**config.mk**
```make
export PLATFORM = sky130hd
export DESIGN_NAME = lap_recall_flat
export DESIGN_NICKNAME = d
export VERILOG_FILES = /design/src/rtl/lap_recall_if.sv /design/src/rtl/lap_recall.sv /design/src/flat_wrapper.sv
export SDC_FILE = /design/constraint.sdc
export NUM_CORES = 1
export LEC_CHECK = 0
export CORE_MARGIN = 2
export CORE_UTILIZATION = 61
export CTS_CLUSTER_SIZE = 25
export DETAILED_ROUTE_END_ITERATION = 16
export PLACE_DENSITY = 0.8
export SLEW_MARGIN = 30
export SYNTH_ARGS = -nofsm -noshare
export SYNTH_HDL_FRONTEND = slang
export SYNTH_SLANG_ARGS = --single-unit
```
**constraint.sdc**
```tcl
create_clock -name clk -period 4.8 [get_ports clk]
set_input_delay 0.96 -clock clk [delete_from_list [all_inputs] [get_ports clk]]
set_output_delay 0.96 -clock clk [all_outputs]
set_load 0.01 [all_outputs]
```
**src/rtl/lap_recall_if.sv**
```systemverilog
// Bundle of button, tick and time signals between the stopwatch core,
// the lap recall stage and the display driver.
interface lap_recall_if;
  logic       tick;
  logic       lap;
  logic       recall;
  logic       clear;
  logic [7:0] hours_in;
  logic [7:0] minutes_in;
  logic [7:0] seconds_in;
  logic [7:0] centisec_in;
  logic [7:0] hours_out;
  logic [7:0] minutes_out;
  logic [7:0] seconds_out;
  logic [7:0] centisec_out;
  logic       recall_active;
  logic [4:0] lap_index;
  logic [4:0] lap_count;

  modport master (
    output tick, lap, recall, clear,
    output hours_in, minutes_in, seconds_in, centisec_in,
    input  hours_out, minutes_out, seconds_out, centisec_out,
    input  recall_active, lap_index, lap_count
  );

  modport slave (
    input  tick, lap, recall, clear,
    input  hours_in, minutes_in, seconds_in, centisec_in,
    output hours_out, minutes_out, seconds_out, centisec_out,
    output recall_active, lap_index, lap_count
  );
endinterface

```
**src/rtl/lap_recall.sv**
```systemverilog
// Lap-time capture and recall between the stopwatch core and the display driver.
// Stores up to DEPTH time snapshots and replays them newest first on recall presses.
module lap_recall #(
  parameter int DEPTH         = 8,
  parameter int TIMEOUT_TICKS = 500
) (
  input  logic        clk,
  input  logic        rst,
  lap_recall_if.slave bus
);
  // state  | meaning
  // LIVE   | display follows live time; lap presses record snapshots
  // RECALL | display shows mem[rd_ptr]; inactivity timeout armed

  localparam int PTR_W = $clog2(DEPTH);
  localparam int TMR_W = $clog2(TIMEOUT_TICKS + 1);
  localparam logic [4:0]       CNT_FULL = 5'(DEPTH);
  localparam logic [TMR_W-1:0] TMR_LOAD = TMR_W'(TIMEOUT_TICKS);
  localparam logic [TMR_W-1:0] TMR_LAST = TMR_W'(1);

  typedef enum logic {LIVE, RECALL} state_t;

  logic [2:0] btn_meta;
  logic [2:0] btn_sync;
  logic [2:0] btn_hist;
  logic [2:0] btn_press;
  logic       press_lap;
  logic       press_recall;
  logic       press_clear;

  state_t           state;
  logic [PTR_W-1:0] wr_ptr;
  logic [PTR_W-1:0] rd_ptr;
  logic [PTR_W-1:0] prev_wr;
  logic [PTR_W-1:0] prev_rd;
  logic [TMR_W-1:0] tmr;
  logic [4:0]       cnt;
  logic [4:0]       idx;
  logic             active;
  logic [31:0]      disp;
  logic [31:0]      live_time;
  logic             mem_we;
  logic [31:0]      mem [DEPTH];

  // Flops preset to 1 so a button held through reset release is not a press.
  always_ff @(posedge clk or posedge rst) begin
    if (rst) begin
      btn_meta <= '1;
      btn_sync <= '1;
      btn_hist <= '1;
    end else begin
      btn_meta <= {bus.clear, bus.recall, bus.lap};
      btn_sync <= btn_meta;
      btn_hist <= btn_sync;
    end
  end

  assign btn_press    = btn_sync & ~btn_hist;
  assign press_lap    = btn_press[0];
  assign press_recall = btn_press[1];
  assign press_clear  = btn_press[2];

  assign live_time = {bus.hours_in, bus.minutes_in, bus.seconds_in, bus.centisec_in};
  assign prev_wr   = wr_ptr - 1'b1;
  assign prev_rd   = rd_ptr - 1'b1;

  // The snapshot is what LIVE is displaying right now, i.e. the registered inputs.
  assign mem_we = (state == LIVE) && press_lap && !press_clear;

  always_ff @(posedge clk) begin
    if (mem_we) begin
      mem[wr_ptr] <= disp;
    end
  end

  always_ff @(posedge clk or posedge rst) begin
    if (rst) begin
      state  <= LIVE;
      wr_ptr <= '0;
      rd_ptr <= '0;
      tmr    <= '0;
      cnt    <= '0;
      idx    <= '0;
      active <= 1'b0;
      disp   <= '0;
    end else if (press_clear) begin
      state  <= LIVE;
      wr_ptr <= '0;
      rd_ptr <= '0;
      tmr    <= '0;
      cnt    <= '0;
      idx    <= '0;
      active <= 1'b0;
      disp   <= live_time;
    end else begin
      case (state)
        LIVE: begin
          disp   <= live_time;
          active <= 1'b0;
          idx    <= '0;
          tmr    <= '0;
          if (press_lap) begin
            wr_ptr <= wr_ptr + 1'b1;
            if (cnt != CNT_FULL) begin
              cnt <= cnt + 5'd1;
            end
          end else if (press_recall && (cnt != 5'd0)) begin
            state  <= RECALL;
            rd_ptr <= prev_wr;
            idx    <= cnt;
            active <= 1'b1;
            disp   <= mem[prev_wr];
            tmr    <= TMR_LOAD;
          end
        end

        RECALL: begin
          if (press_lap) begin
            state  <= LIVE;
            disp   <= live_time;
            active <= 1'b0;
            idx    <= '0;
            tmr    <= '0;
          end else if (press_recall) begin
            if (idx > 5'd1) begin
              rd_ptr <= prev_rd;
              idx    <= idx - 5'd1;
              disp   <= mem[prev_rd];
              tmr    <= TMR_LOAD;
            end else begin
              state  <= LIVE;
              disp   <= live_time;
              active <= 1'b0;
              idx    <= '0;
              tmr    <= '0;
            end
          end else if (bus.tick && (tmr == TMR_LAST)) begin
            // Down-counter terminal count: this tick is the TIMEOUT_TICKS-th.
            state  <= LIVE;
            disp   <= live_time;
            active <= 1'b0;
            idx    <= '0;
            tmr    <= '0;
          end else begin
            disp <= mem[rd_ptr];
            if (bus.tick) begin
              tmr <= tmr - 1'b1;
            end
          end
        end

        default: begin
          state  <= LIVE;
          disp   <= live_time;
          active <= 1'b0;
          idx    <= '0;
          tmr    <= '0;
        end
      endcase
    end
  end

  assign bus.hours_out     = disp[31:24];
  assign bus.minutes_out   = disp[23:16];
  assign bus.seconds_out   = disp[15:8];
  assign bus.centisec_out  = disp[7:0];
  assign bus.recall_active = active;
  assign bus.lap_index     = idx;
  assign bus.lap_count     = cnt;
endmodule

```
**src/flat_wrapper.sv**
```systemverilog
// flat-port wrapper written by rule: the top's interface ports become plain ports
module lap_recall_flat 
#(
  parameter int DEPTH         = 8,
  parameter int TIMEOUT_TICKS = 500
)
  (clk, rst, bus_tick, bus_lap, bus_recall, bus_clear, bus_hours_in, bus_minutes_in, bus_seconds_in, bus_centisec_in, bus_hours_out, bus_minutes_out, bus_seconds_out, bus_centisec_out, bus_recall_active, bus_lap_index, bus_lap_count);
  lap_recall_if bus_i ();
  input  logic clk;
  input  logic rst;
  input wire logic [$bits(bus_i.tick)-1:0] bus_tick;
  input wire logic [$bits(bus_i.lap)-1:0] bus_lap;
  input wire logic [$bits(bus_i.recall)-1:0] bus_recall;
  input wire logic [$bits(bus_i.clear)-1:0] bus_clear;
  input wire logic [$bits(bus_i.hours_in)-1:0] bus_hours_in;
  input wire logic [$bits(bus_i.minutes_in)-1:0] bus_minutes_in;
  input wire logic [$bits(bus_i.seconds_in)-1:0] bus_seconds_in;
  input wire logic [$bits(bus_i.centisec_in)-1:0] bus_centisec_in;
  output wire logic [$bits(bus_i.hours_out)-1:0] bus_hours_out;
  output wire logic [$bits(bus_i.minutes_out)-1:0] bus_minutes_out;
  output wire logic [$bits(bus_i.seconds_out)-1:0] bus_seconds_out;
  output wire logic [$bits(bus_i.centisec_out)-1:0] bus_centisec_out;
  output wire logic [$bits(bus_i.recall_active)-1:0] bus_recall_active;
  output wire logic [$bits(bus_i.lap_index)-1:0] bus_lap_index;
  output wire logic [$bits(bus_i.lap_count)-1:0] bus_lap_count;
  assign bus_i.tick = bus_tick;
  assign bus_i.lap = bus_lap;
  assign bus_i.recall = bus_recall;
  assign bus_i.clear = bus_clear;
  assign bus_i.hours_in = bus_hours_in;
  assign bus_i.minutes_in = bus_minutes_in;
  assign bus_i.seconds_in = bus_seconds_in;
  assign bus_i.centisec_in = bus_centisec_in;
  assign bus_hours_out = bus_i.hours_out;
  assign bus_minutes_out = bus_i.minutes_out;
  assign bus_seconds_out = bus_i.seconds_out;
  assign bus_centisec_out = bus_i.centisec_out;
  assign bus_recall_active = bus_i.recall_active;
  assign bus_lap_index = bus_i.lap_index;
  assign bus_lap_count = bus_i.lap_count;
  lap_recall #(.DEPTH(DEPTH), .TIMEOUT_TICKS(TIMEOUT_TICKS)) u_core (.clk(clk), .rst(rst), .bus(bus_i));
endmodule
```
==> summary.txt <==
Status
  • Outcome: complete, no violations

Worst setup path
  • Critical path launch point type: register
  • Arrival time worst endpoint: 3.74 ns
  • R2R depth: 8
  • Critical path required time: 5.21 ns
  • CP Capture Point: u_core.disp[15]
  • Critical path fanouts, max: 44
  • Setup slack, reg-to-reg: 1.47 ns
  • Worst reg2reg startpoint: u_core.rd_ptr[1]
  • Critical Path Sink Type: register
  • RR Endpoint: u_core.disp[15]
  • Crit Path Class: register to register
  • CP startpoint: u_core.rd_ptr[1]

Clock network
  • Post-CTS resize count: 0
  • H-tree depth: 2
  • Max Root-Sink Buffers: 3
  • CTS tree: yes
  • Postcts setup bufs: 0
  • Reg clk slew, reported paths: 0.06 ns
  • Sink Count: 324
  • # hold bufs at CTS: 0
  • CTS Buf Count: 35
  • Root Driver: clkbuf_16
  • Clock Latency Late Sink: 0.52 ns

Logic synthesis
  • Yosys cell types: 60
  • FFs w/ async S/R, synth: 21.0%
  • Main area contributors after synthesis: edfxtp_1 45%, mux4_2 16%, dfrtp_1 8.6%
  • Leading area contributor after synthesis: edfxtp_1
  • Post-synth EDFFs: 256
  • Dominant synthesized flop cell: edfxtp_1
  • Synth Cell Area: 17100 um^2
  • Yosys warning total: 0
  • #FFs+latches synth: 324
  • Post-synth top area share: 44.8%
  • Most numerous cell in the Yosys netlist: edfxtp_1
  • Avg Inst Size Synth: 15.1 um^2
  • Top cells by instance count after synthesis: 256 x edfxtp_1, 124 x mux2_2, 123 x mux4_2
  • Syn Inst Count: 1136
  • Register area share after synthesis: 54.8%
  • Post-Syn Nets: 1183

Global routing
  • First-pass GRT wire length: 69.5 mm
  • Via count of the first global-routing pass: 12.1k
  • Initial antenna violation count: 0
  • GR Overflow Total: 0
  • Pin count of the biggest net entering global routing: 70
  • Total GRT Usage: 31.8%

Layout
  • Final instance area: 19400 um^2
  • Non-filler cells, final: 1602
  • Post-layout util: 69.9%
  • Layout cells sized above 1: 31.1%
  • Area delta synth->final: 12.9%
  • Fin nets: 1244
  • # diodes: 0

Power and ir drop
  • Worst vdd ir: 0.374 mV
  • Power Density: 547 nW/um^2
  • Leakage: 0.00647 uW

Timing
  • RSZ-0062 raised after global routing: false
  • Crit share post-route: 69.4%
  • Min cycle time layout: 3.33 ns
  • Total negative setup slack: 0 ns
  • Setup violations, final: 0
  • Hold Vio Cnt, Final: 0
  • Slew headroom: 44.8%
  • Slew Limit Fails: 0
  • Final Skew: 0.00721 ns
  • Slew @ Worst Pin: 0.829 ns
  • Worst Hold Slack: 0.351 ns
  • Fmax: 300 MHz

Route
  • Via density: 7.29
  • Drt initial violations: 1542
  • Drt pass-1 iters: 6
  • Wire length per cell: 28.1 um
  • Met1 WL: 16.1 mm
  • Vias: 11.7k
  • Met3 WL post-DR: 4.74 mm
  • WL final: 45.0 mm
  • Metal2 WL: 22.1 mm
  • Remaining DRCs: 0
  • Uppermost routed layer: met4
  • Final ANT Viol Nets: 0

Die
  • CORE AREA: 27700 um^2
  • Die area: 29500 um^2
  • IO Count: 81
  • Die width: 172 um
  • Die height: 172 um
  • Initial Util: 61.9%
  • Core Rows: 61

Run
  • Max capacitance violation total: 0

Placement
  • IO buf count: 80
  • Post-placement cell area: 18300 um^2
  • Global placement routability congestion: 0.893
  • Hpwl dp: 25.5 mm
  • Inst Count DP: 1538

Worst hold path
  • Hold WC Path Type: register to register
  • Hold Path Cell Cnt: 0
==> stage by stage <==
stage / power [uW] / worst slack (ns)
after global placement: 7940 / 1.41
after detailed placement: 8040 / 1.40
after floorplan: 6840 / 0.959
after CTS: 10500 / 1.53
final: 10600 / 1.47
after global routing: 11000 / 1.38
==> registers in the layout, summed over array words and instances, names as in the netlist, 5 cells and up <==
register / cells
u_core.bus.lap_index: 5
u_core.disp: 32
u_core.tmr: 9
u_core.mem: 256
u_core.bus.lap_count: 5
==> layout make-up <==
| type | instances | area, um^2 |
|---|---|---|
| flip-flops and latches | 324 | 9410 |
| fillers | 1765 | 8340 |
| multi-input cells | 700 | 7230 |
| repair buffers | 120 | 1120 |
| clock buffers | 48 | 976 |
| well taps | 378 | 473 |
| clock inverters | 16 | 97.6 |
| inverters | 16 | 62.6 |
==> worst min-delay path by stage <==
stage                     slack [ns]                  to          startpoint
final                           0.35  u_core.btn_sync[2]  u_core.btn_meta[2]
after floorplan                 0.35  u_core.btn_sync[0]  u_core.btn_meta[0]
after detailed placement        0.35  u_core.btn_sync[2]  u_core.btn_meta[2]
after global placement          0.35  u_core.btn_sync[1]  u_core.btn_meta[1]
after global routing            0.35  u_core.btn_sync[2]  u_core.btn_meta[2]
after CTS                       0.35  u_core.btn_sync[2]  u_core.btn_meta[2]
==> report_power, final <==
part / internal, uW / total, uW / switching (uW)
clock: 1430 / 2520 / 1080
combinational: 2050 / 4420 / 2370
sequential: 3370 / 3660 / 293
total: 6860 / 10600 / 3750
==> logic make-up (layout without fill, tap and decap cells) <==
| kind of cell | after synthesis | in the layout | share of synthesized area, % |
|---|---|---|---|
| buffers and inverters | 112 | 200 | 3.58 |
| and+or+nand+nor | 258 | 258 | 7.41 |
| AOI/OAI and AO/OA | 161 | 161 | 7.19 |
| adders and majority gates | 9 | 9 | 0.657 |
| muxes | 262 | 262 | 25.8 |
| DFF | 324 | 324 | 54.8 |
| xor gates and xnor gates | 10 | 10 | 0.511 |
==> placed cells by master (no fill, tap or decap), types with 2 or more instances in the layout <==
cell type        netlist  routed
nor2b_1                2       2
nor2_1                96      90
buf_6                 12       2
clkbuf_1              32       9
a221o_1                4       4
ha_1                   9       7
nand2_1               18      18
nand4_1                4       4
mux2i_1                8       8
dfrtp_4                0       2
nand2b_1               8       8
mux4_1                 7       7
clkinv_1               0       3
and2b_1                2       2
o311ai_1              25      25
clkinv_2               0       9
clkdlybuf4s50_1        0      80
edfxtp_1             256     256
o311ai_0               7       7
xor2_1                 6       6
nand3_1               70      70
clkbuf_8               0       3
xnor2_1                4       4
o21ai_0                7       7
buf_4                  5      37
a21oi_1                9       9
dfstp_2                9       9
or3_1                  4       3
nor3_2                 6       9
clkbuf_16              0      36
inv_1                 16      15
o221ai_1               4       4
mux4_2               123     123
a211o_1               32      32
mux2_2               124     124
dfrtp_1               59      56
nor2_4                 0       6
nor3_1                34      30
o22ai_1               63      63
==> routing by layer <==
layer,global-route usage [%],vias up
li1,-,4773
met1,41.4,5903
met2,51.6,839
met3,5.94,165
met4,16.6,0
met5,0,-
==> worst max-delay path: stages (launching register included) <==
cell,delay (ns)
dfrtp_1,0.32
buf_4,0.49
inv_1,0.19
ha_4,0.73
buf_4,0.47
mux2_2,0.39
o22ai_1,0.20
nor3_2,0.07
a211o_1,0.29
Power figures use the tool's default switching activity.
